### config.mk
export PLATFORM = sky130hd
export DESIGN_NAME = controle_jogo_flat
export DESIGN_NICKNAME = d
export VERILOG_FILES = /design/src/rtl/jogo_pkg.sv /design/src/rtl/controle_jogo_if.sv /design/src/rtl/debounce_tecla.sv /design/src/rtl/controle_jogo.sv /design/src/flat_wrapper.sv
export SDC_FILE = /design/constraint.sdc
export NUM_CORES = 1
export LEC_CHECK = 0
export CAP_MARGIN = 5
export CORE_ASPECT_RATIO = 1.1
export CORE_UTILIZATION = 30
export DETAILED_ROUTE_END_ITERATION = 8
export PLACE_DENSITY_LB_ADDON = 0.05
export SYNTH_ARGS = -nofsm -noshare
export SYNTH_HDL_FRONTEND = slang
export SYNTH_SLANG_ARGS = --single-unit
### constraint.sdc
create_clock -name clk -period 6.1 [get_ports clk]
set_clock_uncertainty 0.1 [all_clocks]
set_input_delay 0.61 -clock clk [delete_from_list [all_inputs] [get_ports clk]]
set_output_delay 0.61 -clock clk [all_outputs]
set_load 0.05 [all_outputs]
### src/rtl/jogo_pkg.sv
// Shared types and sizing for the guessing-game controller slice.
// Holds the FSM state encoding, datapath widths and parameter defaults.
package jogo_pkg;

  typedef enum logic [1:0] {
    ESPERA  = 2'd0,
    JOGANDO = 2'd1,
    GANHOU  = 2'd2,
    PERDEU  = 2'd3
  } estado_t;

  localparam int SENHA_W             = 6;
  localparam int TENT_W              = 4;
  localparam int DEBOUNCE_CYCLES_DEF = 1_000_000;
  localparam int MAX_TENTATIVAS_DEF  = 7;

endpackage

### src/rtl/controle_jogo_if.sv
// Board-side signal bundle of the game controller: raw keys and switches in,
// hint-stage strobes and status out.
interface controle_jogo_if;
  import jogo_pkg::*;

  logic               key_start_n;
  logic               key_enter_n;
  logic [SENHA_W-1:0] sw_senha;
  logic [SENHA_W-1:0] sw_tentativa;
  logic               start;
  logic               enter;
  logic [TENT_W-1:0]  tentativas;
  logic               acertou;
  logic               esgotou;
  logic [1:0]         estado;

  modport master (
    output key_start_n, key_enter_n, sw_senha, sw_tentativa,
    input  start, enter, tentativas, acertou, esgotou, estado
  );

  modport slave (
    input  key_start_n, key_enter_n, sw_senha, sw_tentativa,
    output start, enter, tentativas, acertou, esgotou, estado
  );
endinterface

### src/rtl/debounce_tecla.sv
// Two-flop synchronizer plus stability counter for one active-low push-button.
// Emits a one-cycle press pulse on each accepted released-to-pressed change.
module debounce_tecla
  import jogo_pkg::*;
#(
  parameter int DEBOUNCE_CYCLES = DEBOUNCE_CYCLES_DEF
) (
  input  logic clk,
  input  logic rst_n,
  input  logic key_n,
  output logic press
);

  localparam int             CNT_W   = $clog2(DEBOUNCE_CYCLES);
  localparam logic [CNT_W-1:0] CNT_MAX = CNT_W'(DEBOUNCE_CYCLES - 1);

  logic             sync1_r;
  logic             sync2_r;
  logic [1:0]       fill_r;
  logic             stable_r;
  logic             stable_d_r;
  logic             armed_r;
  logic [CNT_W-1:0] cnt_r;
  logic             press_r;
  logic             differ_s;
  logic             at_max_s;

  assign differ_s = sync2_r ^ stable_r;
  assign at_max_s = (cnt_r == CNT_MAX);
  assign press    = press_r;

  // Synchronizer chain; fill_r marks when sync2_r carries a real key sample.
  always_ff @(posedge clk or negedge rst_n) begin
    if (!rst_n) begin
      sync1_r <= 1'b1;
      sync2_r <= 1'b1;
      fill_r  <= 2'b00;
    end else begin
      sync1_r <= key_n;
      sync2_r <= sync1_r;
      fill_r  <= {fill_r[0], 1'b1};
    end
  end

  // Stability counter: flip the accepted level after enough differing cycles.
  always_ff @(posedge clk or negedge rst_n) begin
    if (!rst_n) begin
      stable_r <= 1'b1;
      cnt_r    <= '0;
    end else if (differ_s) begin
      if (at_max_s) begin
        stable_r <= sync2_r;
        cnt_r    <= '0;
      end else begin
        cnt_r <= cnt_r + CNT_W'(1);
      end
    end else begin
      cnt_r <= '0;
    end
  end

  // Press edge detect; a key held through reset must be seen released first.
  always_ff @(posedge clk or negedge rst_n) begin
    if (!rst_n) begin
      stable_d_r <= 1'b1;
      armed_r    <= 1'b0;
      press_r    <= 1'b0;
    end else begin
      stable_d_r <= stable_r;
      armed_r    <= armed_r | (fill_r[1] & sync2_r);
      press_r    <= armed_r & stable_d_r & ~stable_r;
    end
  end

endmodule

### src/rtl/controle_jogo.sv
// Game controller: debounces start/enter keys, locks the secret, counts guesses
// and drives the single-cycle strobes consumed by the hint stage.
module controle_jogo
  import jogo_pkg::*;
#(
  parameter int DEBOUNCE_CYCLES = DEBOUNCE_CYCLES_DEF,
  parameter int MAX_TENTATIVAS  = MAX_TENTATIVAS_DEF
) (
  input  logic            clk,
  input  logic            rst_n,
  controle_jogo_if.slave  bus
);

  logic               press_start_s;
  logic               press_enter_s;
  estado_t            estado_r,   estado_nx_s;
  logic [SENHA_W-1:0] senha_r,    senha_nx_s;
  logic [TENT_W-1:0]  tent_r,     tent_nx_s;
  logic               acertou_r,  acertou_nx_s;
  logic               esgotou_r,  esgotou_nx_s;
  logic               start_r,    start_nx_s;
  logic               enter_r,    enter_nx_s;
  logic [TENT_W-1:0]  tent_inc_s;
  logic               acerto_s;
  logic               ultima_s;

  debounce_tecla #(.DEBOUNCE_CYCLES(DEBOUNCE_CYCLES)) u_deb_start (
    .clk   (clk),
    .rst_n (rst_n),
    .key_n (bus.key_start_n),
    .press (press_start_s)
  );

  debounce_tecla #(.DEBOUNCE_CYCLES(DEBOUNCE_CYCLES)) u_deb_enter (
    .clk   (clk),
    .rst_n (rst_n),
    .key_n (bus.key_enter_n),
    .press (press_enter_s)
  );

  assign tent_inc_s = tent_r + TENT_W'(1);
  assign acerto_s   = (bus.sw_tentativa == senha_r);
  assign ultima_s   = (tent_inc_s == TENT_W'(MAX_TENTATIVAS));

  // Next-state and strobe decode; a win outranks running out of guesses.
  always_comb begin
    estado_nx_s  = estado_r;
    senha_nx_s   = senha_r;
    tent_nx_s    = tent_r;
    acertou_nx_s = acertou_r;
    esgotou_nx_s = esgotou_r;
    start_nx_s   = 1'b0;
    enter_nx_s   = 1'b0;
    case (estado_r)
      ESPERA, GANHOU, PERDEU: begin
        if (press_start_s) begin
          senha_nx_s   = bus.sw_senha;
          tent_nx_s    = '0;
          acertou_nx_s = 1'b0;
          esgotou_nx_s = 1'b0;
          start_nx_s   = 1'b1;
          estado_nx_s  = JOGANDO;
        end else begin
          estado_nx_s = estado_r;
        end
      end
      JOGANDO: begin
        if (press_enter_s) begin
          enter_nx_s = 1'b1;
          tent_nx_s  = tent_inc_s;
          if (acerto_s) begin
            estado_nx_s  = GANHOU;
            acertou_nx_s = 1'b1;
          end else if (ultima_s) begin
            estado_nx_s  = PERDEU;
            esgotou_nx_s = 1'b1;
          end else begin
            estado_nx_s = JOGANDO;
          end
        end else begin
          estado_nx_s = JOGANDO;
        end
      end
      default: begin
        estado_nx_s = ESPERA;
      end
    endcase
  end

  // State, secret, guess counter, flags and strobes all update together.
  always_ff @(posedge clk or negedge rst_n) begin
    if (!rst_n) begin
      estado_r  <= ESPERA;
      senha_r   <= '0;
      tent_r    <= '0;
      acertou_r <= 1'b0;
      esgotou_r <= 1'b0;
      start_r   <= 1'b0;
      enter_r   <= 1'b0;
    end else begin
      estado_r  <= estado_nx_s;
      senha_r   <= senha_nx_s;
      tent_r    <= tent_nx_s;
      acertou_r <= acertou_nx_s;
      esgotou_r <= esgotou_nx_s;
      start_r   <= start_nx_s;
      enter_r   <= enter_nx_s;
    end
  end

  assign bus.start      = start_r;
  assign bus.enter      = enter_r;
  assign bus.tentativas = tent_r;
  assign bus.acertou    = acertou_r;
  assign bus.esgotou    = esgotou_r;
  assign bus.estado     = estado_r;

endmodule

### src/flat_wrapper.sv
// flat-port wrapper written by rule: the top's interface ports become plain ports
module controle_jogo_flat import jogo_pkg::*;
#(
  parameter int DEBOUNCE_CYCLES = DEBOUNCE_CYCLES_DEF,
  parameter int MAX_TENTATIVAS  = MAX_TENTATIVAS_DEF
)
  (clk, rst_n, bus_key_start_n, bus_key_enter_n, bus_sw_senha, bus_sw_tentativa, bus_start, bus_enter, bus_tentativas, bus_acertou, bus_esgotou, bus_estado);
  controle_jogo_if bus_i ();
  input  logic clk;
  input  logic rst_n;
  input wire logic [$bits(bus_i.key_start_n)-1:0] bus_key_start_n;
  input wire logic [$bits(bus_i.key_enter_n)-1:0] bus_key_enter_n;
  input wire logic [$bits(bus_i.sw_senha)-1:0] bus_sw_senha;
  input wire logic [$bits(bus_i.sw_tentativa)-1:0] bus_sw_tentativa;
  output wire logic [$bits(bus_i.start)-1:0] bus_start;
  output wire logic [$bits(bus_i.enter)-1:0] bus_enter;
  output wire logic [$bits(bus_i.tentativas)-1:0] bus_tentativas;
  output wire logic [$bits(bus_i.acertou)-1:0] bus_acertou;
  output wire logic [$bits(bus_i.esgotou)-1:0] bus_esgotou;
  output wire logic [$bits(bus_i.estado)-1:0] bus_estado;
  assign bus_i.key_start_n = bus_key_start_n;
  assign bus_i.key_enter_n = bus_key_enter_n;
  assign bus_i.sw_senha = bus_sw_senha;
  assign bus_i.sw_tentativa = bus_sw_tentativa;
  assign bus_start = bus_i.start;
  assign bus_enter = bus_i.enter;
  assign bus_tentativas = bus_i.tentativas;
  assign bus_acertou = bus_i.acertou;
  assign bus_esgotou = bus_i.esgotou;
  assign bus_estado = bus_i.estado;
  controle_jogo #(.DEBOUNCE_CYCLES(DEBOUNCE_CYCLES), .MAX_TENTATIVAS(MAX_TENTATIVAS)) u_core (.clk(clk), .rst_n(rst_n), .bus(bus_i));
endmodule
==> impl_metrics.toml, run 1 <==
[outcome]
outcome = "complete, no violations"

[timing]
setup_viol = 0
setup_tns_ns = 0
min_period_ns = 2.33
hold_viol_final = 0
fin_crit_sh = 0.381
tightest_slew_ns = 0.910
rsz0062_at_grt = "no"
maxSlewViolCount = 0
slew_headroom = 0.394
timing.fmax_mhz = 430

[worst_hold_path]
min_path_type = "register to register"
hp-start = "u_core.u_deb_start.fill_r[0]$_DFF_PN0_"
min_to = "u_core.u_deb_enter.fill_r[1]$_DFF_PN0_"
hold_depth = 0

[critical_path]
cp-start-kind = "register"
cp_max_fo = 7
cp_slowest_cell = "clkdlybuf4s50_1"
worstPathRequired_ns = 5.39
worstReg2RegEnd = "u_core.u_deb_start.cnt_r[10]$_DFF_PN0_"
r2r-start = "u_core.u_deb_start.cnt_r[15]$_DFF_PN0_"
path_cells = "clkdlybuf4s50_1"
crit_type = "register to output pin"
cp.arrival_ns = 1.62
rrSetupSlack_ns = 3.91
critPathTopFamily = "buffers and inverters"
path_buf_inv = 1
r2r_cells = 5
endpoint_kind = "output pin"
worst_path_largest_cell_delay_ns = 0.84

[run]
max_cap_viol_count = 0

[synthesis]
netlist_instances = 304
synth-edff-count = 0
synth-seq-cells = 70
yosysUniqueCellTypes = 44
syn-num-nets = 324
synth-seq-area-share = 0.546
ys_async_sr_fraction = 1.00
ys.flop_type = "dfrtp_1"
avgSynthCellArea_um2 = 10.6
yosys_warnings = 0
synth_area_um2 = 3230

[placed_design]
dp_cells = 468
place.port_buffers = 25
gp_congestion = 0.728
dp_hpwl_mm = 4.27

[layout]
areaGrowthSynthToFinish_pct = 23.4
layout-drive-gt1-share = 0.132
utilization = 0.382
n_antenna_cell = 0
final_common_cell = "dfrtp_1"
final_nets = 356
final_cell_mix = "dfrtp_1 (62), nor2_1 (35), clkdlybuf4s50_1 (24), xnor2_1 (21)"
layoutNonFillerInstCount = 484
fillCellCount = 1064

[routing]
drt_wl_total_mm = 6.39
drt-wirelength-per-cell_um = 13.2
drtIter0Drc = 65
vias_per_cell = 4.64
ant_nets = 0
drc = 0
num_vias = 2247
dr.pass1.iters = 5

[die]
io_pins = 26
die_h_um = 111
std_cell_rows = 39
start_util = 0.309
core_area_um2 = 10400
die_area_um2 = 11200
die_x_um = 101

[cts]
insertion_delay_ns = 0.33
htreeDepth = 3
cts_sinks = 70
cts_resized = 0
cts-root-buf = "clkbuf_16"
cts_made_buffers = 9
cts_tree = "yes"
clockBufferDepth = 2
holdBufCountCts = 0
clk_pin_slew_worst_paths_ns = 0.06
cts_setup_buffers = 0

[pwr]
vdd_ir_drop_max_mv = 0.118
leakagePower_uw = 0.00158
power_density_nw_per_um2 = 271

[grt]
grt_usage = 0.130
grt-ovfl-total = 0
grt_antenna_before_repair = 0
grt_pass1_wl_mm = 11.2
grt_pass1_vias = 2293
grt_max_degree = 71
## cell families (layout without fill, tap and decap cells)
kind of cell               Yosys count  after routing  synth area share
DFF                                 70             70             0.546
muxes                               10             10            0.0345
other                                1              1           0.00116
adders and majority gates            4              4            0.0155
buffers and inverters               17             54            0.0202
AOI/OAI and AO/OA                   37             37            0.0702
xor gates and xnor gates            33             33            0.0895
and+or+nand+nor                    132            132             0.223
## area by class of cell
type | instances | area, um2 | share of cell area
clock buffers | 10 | 239 | 0.0600
clock inverters | 6 | 85.1 | 0.0214
inverters | 9 | 33.8 | 0.00848
multi-input cells | 217 | 1410 | 0.354
flip-flops and latches | 70 | 1760 | 0.442
well taps | 143 | 179 | 0.0449
repair buffers | 29 | 275 | 0.0691
## layer usage
| metal | track usage | vias up | wire length, um | share of wire |
|---|---|---|---|---|
| li1 | - | 1142 | - | - |
| met1 | 0.177 | 1064 | 3290 | 0.51 |
| met2 | 0.194 | 32 | 2790 | 0.44 |
| met3 | 0.0315 | 9 | 223 | 0.035 |
| met4 | 0.0580 | 0 | 93 | 0.015 |
| met5 | 0 | - | 0 | 0 |
## registers in the layout, summed over array words and instances (netlist names), 2 cells and up
register	count
u_core.u_deb_enter.cnt_r	20
u_core.u_deb_start.cnt_r	20
u_core.bus.estado	2
u_core.senha_r	6
u_core.bus.tentativas	4
## synth_stat cells (6+ instances only)
| cell type | instances | area share |
|---|---|---|
| xnor2_1 | 21 | 0.057 |
| a21oi_1 | 14 | 0.022 |
| or3_1 | 6 | 0.012 |
| clkbuf_1 | 7 | 0.0081 |
| or4_1 | 6 | 0.014 |
| mux2_2 | 9 | 0.031 |
| nand4_1 | 9 | 0.017 |
| nor3_1 | 8 | 0.012 |
| nand3_1 | 20 | 0.031 |
| nand2_1 | 20 | 0.023 |
| o31ai_1 | 7 | 0.016 |
| nor2_1 | 35 | 0.041 |
| dfrtp_1 | 62 | 0.48 |
| o21ai_0 | 8 | 0.012 |
| nor4_1 | 6 | 0.012 |
| dfstp_2 | 8 | 0.065 |
| xor2_1 | 12 | 0.033 |
| inv_1 | 9 | 0.010 |
## power by group
group          total (uW)  internal (uW)  switching, uW
clock network         562            367            194
logic                38.5           17.4           21.1
registers             480            473           6.72
total                1080            858            222
## how the worst max path moves through the flow
stage	start	end	slack (ns)	depth (start not counted)
global route	u_core.bus.tentativas[1]$_DFFE_PN0P_	bus_tentativas[1]	3.71	1
finish	u_core.bus.tentativas[1]$_DFFE_PN0P_	bus_tentativas[1]	3.77	1
detailed placement	u_core.u_deb_start.cnt_r[0]$_DFF_PN0_	u_core.u_deb_start.cnt_r[10]$_DFF_PN0_	3.89	5
floorplan	u_core.u_deb_enter.cnt_r[0]$_DFF_PN0_	u_core.u_deb_enter.cnt_r[18]$_DFF_PN0_	4.10	6
global placement	u_core.u_deb_start.cnt_r[2]$_DFF_PN0_	u_core.u_deb_start.cnt_r[7]$_DFF_PN0_	3.93	5
CTS	u_core.bus.tentativas[1]$_DFFE_PN0P_	bus_tentativas[1]	3.76	1
## per-stage QoR
stage / hold WS [ns] / instance area (um2) / power [uW] / setup slack (ns)
floorplan: 0.214 / 3230 / 502 / 4.10
global placement: 0.234 / 3660 / 529 / 3.93
detailed placement: 0.237 / 3660 / 528 / 3.89
CTS: 0.248 / 3990 / 1100 / 3.76
global route: 0.255 / 3990 / 1130 / 3.71
finish: 0.243 / 3990 / 1080 / 3.77
(Power assumes the default switching activity.)
==> run 2, diff against run 1 <==
==> constraint.sdc (replaced) <==
create_clock -name clk -period 1.95 [get_ports clk]
set_clock_uncertainty 0.1 [all_clocks]
set_input_delay 0.195 -clock clk [delete_from_list [all_inputs] [get_ports clk]]
set_output_delay 0.195 -clock clk [all_outputs]
set_load 0.05 [all_outputs]
==> run 2 against run 1 <==
Against the previous run: core utilization grew 2.8 points; global-route usage increased by 0.49 points; largest power group unchanged; largest cell class unchanged; sequential share of layout area fell by 3.0 points; clock power increased to 2.9 times the previous value; critical path depth increased by 4; final area is 7.4% higher; die area unchanged; non-clock buffer count rose by 34; register-to-register slack got worse by 3.9 ns.
==> impl_metrics.toml, run 2 (synthesis gave the netlist of run 1 again) <==
[cts]
cts_sinks = 70
clk_pin_slew_worst_paths_ns = 0.06
insertion_delay_ns = 0.33
cts_tree = "yes"
htreeDepth = 3
clockBufferDepth = 2
cts_made_buffers = 9
cts-root-buf = "clkbuf_16"

[critical_path]
worstPathRequired_ns = 2.11
crit_type = "register to register"
cp-start-kind = "register"
cp.arrival_ns = 2.05
rrSetupSlack_ns = 0.05
endpoint_kind = "register"
cp_max_fo = 6

[layout]
final_nets = 390
layout-drive-gt1-share = 0.235
utilization = 0.410
top_regs = "u_core.u_deb_enter.cnt_r: 20 flops, u_core.u_deb_start.cnt_r: 20 flops, u_core.senha_r: 6 flops"
layoutNonFillerInstCount = 518
areaGrowthSynthToFinish_pct = 32.6
n_antenna_cell = 0
final_common_cell = "dfrtp_1"
final_cell_mix = "dfrtp_1 (61), buf_4 (36), nor2_1 (35), clkdlybuf4s50_1 (22), xnor2_1 (21)"

[routing]
drt_wl_total_mm = 6.73
num_vias = 2426
vias_per_cell = 4.68
dr.pass1.iters = 4
drtIter0Drc = 73
drc = 0
drt-wirelength-per-cell_um = 13.0
ant_nets = 0

[die]
start_util = 0.309
die_h_um = 111
std_cell_rows = 39
die_area_um2 = 11200
die_x_um = 101
io_pins = 26
core_area_um2 = 10400

[placed_design]
dp_slack_ns = -0.0284
dp_cells = 498
gp_congestion = 0.807
dp_hpwl_mm = 4.63
place.port_buffers = 25

[grt]
grt_antenna_before_repair = 0
grt_max_degree = 71
grt_pass1_vias = 2479
grt-ovfl-total = 0
grt_usage = 0.134
grt_pass1_wl_mm = 11.7

[timing]
timing.fmax_mhz = 527
fin_hold_ws_ns = 0.180
setup_viol = 0
hold_viol_final = 0
maxSlewViolCount = 0
fin_crit_sh = 0.973
tightest_slew_ns = 0.492
min_period_ns = 1.90
slew_headroom = 0.669
rsz0062_at_grt = "yes"
setup_slack_ns = 0.0533
setup_tns_ns = 0

[pwr]
vdd_ir_drop_max_mv = 0.294
leakagePower_uw = 0.00179
power_density_nw_per_um2 = 770

[run]
max_cap_viol_count = 0

[outcome]
outcome = "complete, no violations"

[worst_hold_path]
min_path_type = "input pin to register"
[run 2: area by class of cell]
type                    instances  area (um2)
clock buffers                  12         256
clock inverters                 4        45.0
fillers                      1068        6160
inverters                       9        33.8
multi-input cells             217        1450
flip-flops and latches         70        1760
well taps                     143         179
repair buffers                 63         551
[run 2: critical path, stage by stage, from the launching register on]
cell     delay, ns
dfrtp_1       0.35
ha_2          0.18
nand3_1       0.08
or4_4         0.47
or4_1         0.50
a21oi_2       0.14
[run 2: path summary, 6_finish.rpt]
check	startpoint	end	cells past startpoint
worst max-delay path	u_core.u_deb_enter.cnt_r[1]$_DFF_PN0_	u_core.u_deb_enter.cnt_r[18]$_DFF_PN0_	5
worst min-delay path	bus_key_start_n	u_core.u_deb_start.sync1_r$_DFF_PN1_	1
worst max register to register	u_core.u_deb_enter.cnt_r[1]$_DFF_PN0_	u_core.u_deb_enter.cnt_r[18]$_DFF_PN0_	5
worst min register to register	u_core.u_deb_start.fill_r[0]$_DFF_PN0_	u_core.u_deb_enter.fill_r[1]$_DFF_PN0_	0
max in group asynchronous	rst_n	u_core.u_deb_start.sync1_r$_DFF_PN1_	3
min in group asynchronous	rst_n	u_core.bus.enter$_DFF_PN0_	3
[run 2: per-layer routing]
layer / up-vias / GRT usage / wire length [um] / part of all wire
met4: 0 / 0.0725 / 138 / 0.021
met3: 11 / 0.0227 / 226 / 0.034
met2: 43 / 0.207 / 3060 / 0.45
met1: 1162 / 0.179 / 3300 / 0.49
met5: - / 0 / 0 / 0
li1: 1210 / - / - / -
[run 2: per-stage QoR]
stage | instance area [um2] | power [uW]
after floorplan | 3230 | 1570
after detailed placement | 3900 | 1670
after CTS | 4220 | 3350
after global placement | 3900 | 1670
after global routing | 4280 | 3440
final | 4280 | 3290
[run 2: where the power goes]
part / internal, uW / switching [uW] / leakage, uW
Combinational: 71.8 / 76.1 / 0.000738
Clock: 1050 / 597 / 0.000152
Sequential: 1480 / 16.1 / 0.000904
[run 2: what timing repair did]
item	CTS	global route
pin swaps	0	3
endpoints found under the setup margin	1	8
gates resized for setup	1	11
gates cloned	0	0
setup buffers	0	3
endpoints found under the hold margin	62	0
hold buffers	1	0
==> run 3, diff against run 2 <==
--- a/config.mk
+++ b/config.mk
@@ -10,6 +10,8 @@
 export CORE_UTILIZATION = 30
 export DETAILED_ROUTE_END_ITERATION = 8
 export PLACE_DENSITY_LB_ADDON = 0.05
+export RECOVER_POWER = 100
 export SYNTH_ARGS = -nofsm -noshare
 export SYNTH_HDL_FRONTEND = slang
 export SYNTH_SLANG_ARGS = --single-unit
+export TNS_END_PERCENT = 100
==> constraint.sdc (replaced) <==
create_clock -name clk -period 2.1 [get_ports clk]
set_clock_uncertainty 0.1 [all_clocks]
set_input_delay 0.21 -clock clk [delete_from_list [all_inputs] [get_ports clk]]
set_output_delay 0.21 -clock clk [all_outputs]
set_load 0.05 [all_outputs]
==> run 3 against run 2 <==
Against the previous run: setup slack improved by 0.066 ns; core utilization fell by 1.9 points; non-clock buffer count fell by 22; clock power rose by 5%.
==> impl_metrics.toml, run 3 (synthesis gave the netlist of run 1 again) <==
[outcome]
outcome = "complete, no violations"

[routing]
num_vias = 2355
dr.pass1.iters = 5
ant_nets = 0
drt_wl_total_mm = 6.47
drc = 0
vias_per_cell = 4.75
drtIter0Drc = 80
drt-wirelength-per-cell_um = 13.0

[cts]
clockBufferDepth = 2
insertion_delay_ns = 0.33
cts_sinks = 70
cts_tree = "yes"
cts_made_buffers = 9
htreeDepth = 3
cts-root-buf = "clkbuf_16"
clk_pin_slew_worst_paths_ns = 0.06

[timing]
timing.fmax_mhz = 505
maxSlewViolCount = 0
setup_viol = 0
setup_slack_ns = 0.119
setup_tns_ns = 0
rsz0062_at_grt = "no"
slew_headroom = 0.352
min_period_ns = 1.98
fin_hold_ws_ns = 0.248
fin_crit_sh = 0.943
tightest_slew_ns = 0.972
hold_viol_final = 0

[die]
io_pins = 26
die_x_um = 101
std_cell_rows = 39
start_util = 0.309
core_area_um2 = 10400
die_area_um2 = 11200
die_h_um = 111

[grt]
grt_antenna_before_repair = 0
grt_pass1_wl_mm = 11.5
grt_max_degree = 55
grt-ovfl-total = 0
grt_usage = 0.132
grt_pass1_vias = 2394

[layout]
final_nets = 368
ff_latch_area_um2 = 1760
layout-drive-gt1-share = 0.136
top_regs = "u_core.u_deb_enter.cnt_r: 20 flops, u_core.u_deb_start.cnt_r: 20 flops, u_core.senha_r: 6 flops"
multiInputGateArea_um2 = 1410
fillCellCount = 1072
final_cell_mix = "dfrtp_1 (62), nor2_1 (35), xnor2_1 (21), nand3_1 (20), nand2_1 (20)"
areaGrowthSynthToFinish_pct = 26.4
stdcell_area_um2 = 4080
final_common_cell = "dfrtp_1"
n_antenna_cell = 0

[pwr]
power_density_nw_per_um2 = 795
vdd_ir_drop_max_mv = 0.294
finalPower_uw = 3240
leakagePower_uw = 0.00165

[critical_path]
worst_path_largest_cell_delay_ns = 0.90
path_cells = "dlygate4sd3_1"
path_buf_inv = 1
worstPathRequired_ns = 1.79
crit_type = "register to output pin"
endpoint_kind = "output pin"
cp_slowest_cell = "dlygate4sd3_1"
cp_max_fo = 7
critPathTopFamily = "buffers and inverters"
cp-start-kind = "register"
cp.arrival_ns = 1.67

[placed_design]
dp_hpwl_mm = 4.36
post_dp_cell_area_um2 = 3750
place.port_buffers = 25
dp_slack_ns = 0.0531
gp_congestion = 0.716

[run]
max_cap_viol_count = 0

[worst_hold_path]
min_path_type = "register to register"
run 3: cell count changes in the layout (fill, tap and decap cells not counted), moves of 4 or more:
cell             previous run  this run
dlygate4sd3_1               1        13
dfstp_2                     8         4
clkdlybuf4s50_1            22        12
dfstp_1                     0         4
buf_4                      36         9
run 3: area by class of cell:
cell class	count	share of cell area
inverters	9	0.00828
multi-input cells	217	0.345
well taps	143	0.0438
repair buffers	41	0.0877
flip-flops and latches	70	0.432
clock inverters	6	0.0270
clock buffers	10	0.0561
run 3: timing repair:
action	4_1_cts	5_1_grt
setup endpoints to repair	0	1
endpoints found under the hold margin	16	0
hold buffers	1	0
buffers inserted	0	1
resized for setup	0	1
run 3: stage by stage:
stage	std cells	utilization
6_report	496	0.391
5_1_grt	496	0.391
3_3_place_gp	478	0.359
3_5_place_dp	478	0.359
2_1_floorplan	304	-
4_1_cts	495	0.392
run 3: worst paths after layout:
kind | startpoint | slack (ns) | cells past startpoint | to
min in group asynchronous | rst_n | 0.45 | 2 | u_core.u_deb_enter.cnt_r[17]$_DFF_PN0_
hold reg to reg | u_core.u_deb_start.fill_r[0]$_DFF_PN0_ | 0.25 | 0 | u_core.u_deb_enter.fill_r[1]$_DFF_PN0_
hold / removal | u_core.u_deb_start.fill_r[0]$_DFF_PN0_ | 0.25 | 0 | u_core.u_deb_enter.fill_r[1]$_DFF_PN0_
setup reg to reg | u_core.u_deb_start.cnt_r[8]$_DFF_PN0_ | 0.12 | 4 | u_core.u_deb_start.cnt_r[17]$_DFF_PN0_
max in group asynchronous | rst_n | 0.41 | 3 | u_core.u_deb_enter.sync1_r$_DFF_PN1_
setup / recovery | u_core.bus.tentativas[1]$_DFFE_PN0P_ | 0.12 | 1 | bus_tentativas[1]
run 3: power by group:
group,internal [uW],switching [uW]
Clock,1160,576
Sequential,1370,18.6
Combinational,55.6,63.5
Total,2590,658
run 3: metal layers:
metal / wire, um / share of wire / vias up / track usage
li1: - / - / 1159 / -
met2: 2950 / 0.46 / 33 / 0.206
met4: 162 / 0.025 / 0 / 0.0754
met1: 3170 / 0.49 / 1151 / 0.171
met5: 0 / 0 / - / 0
met3: 189 / 0.029 / 12 / 0.0252
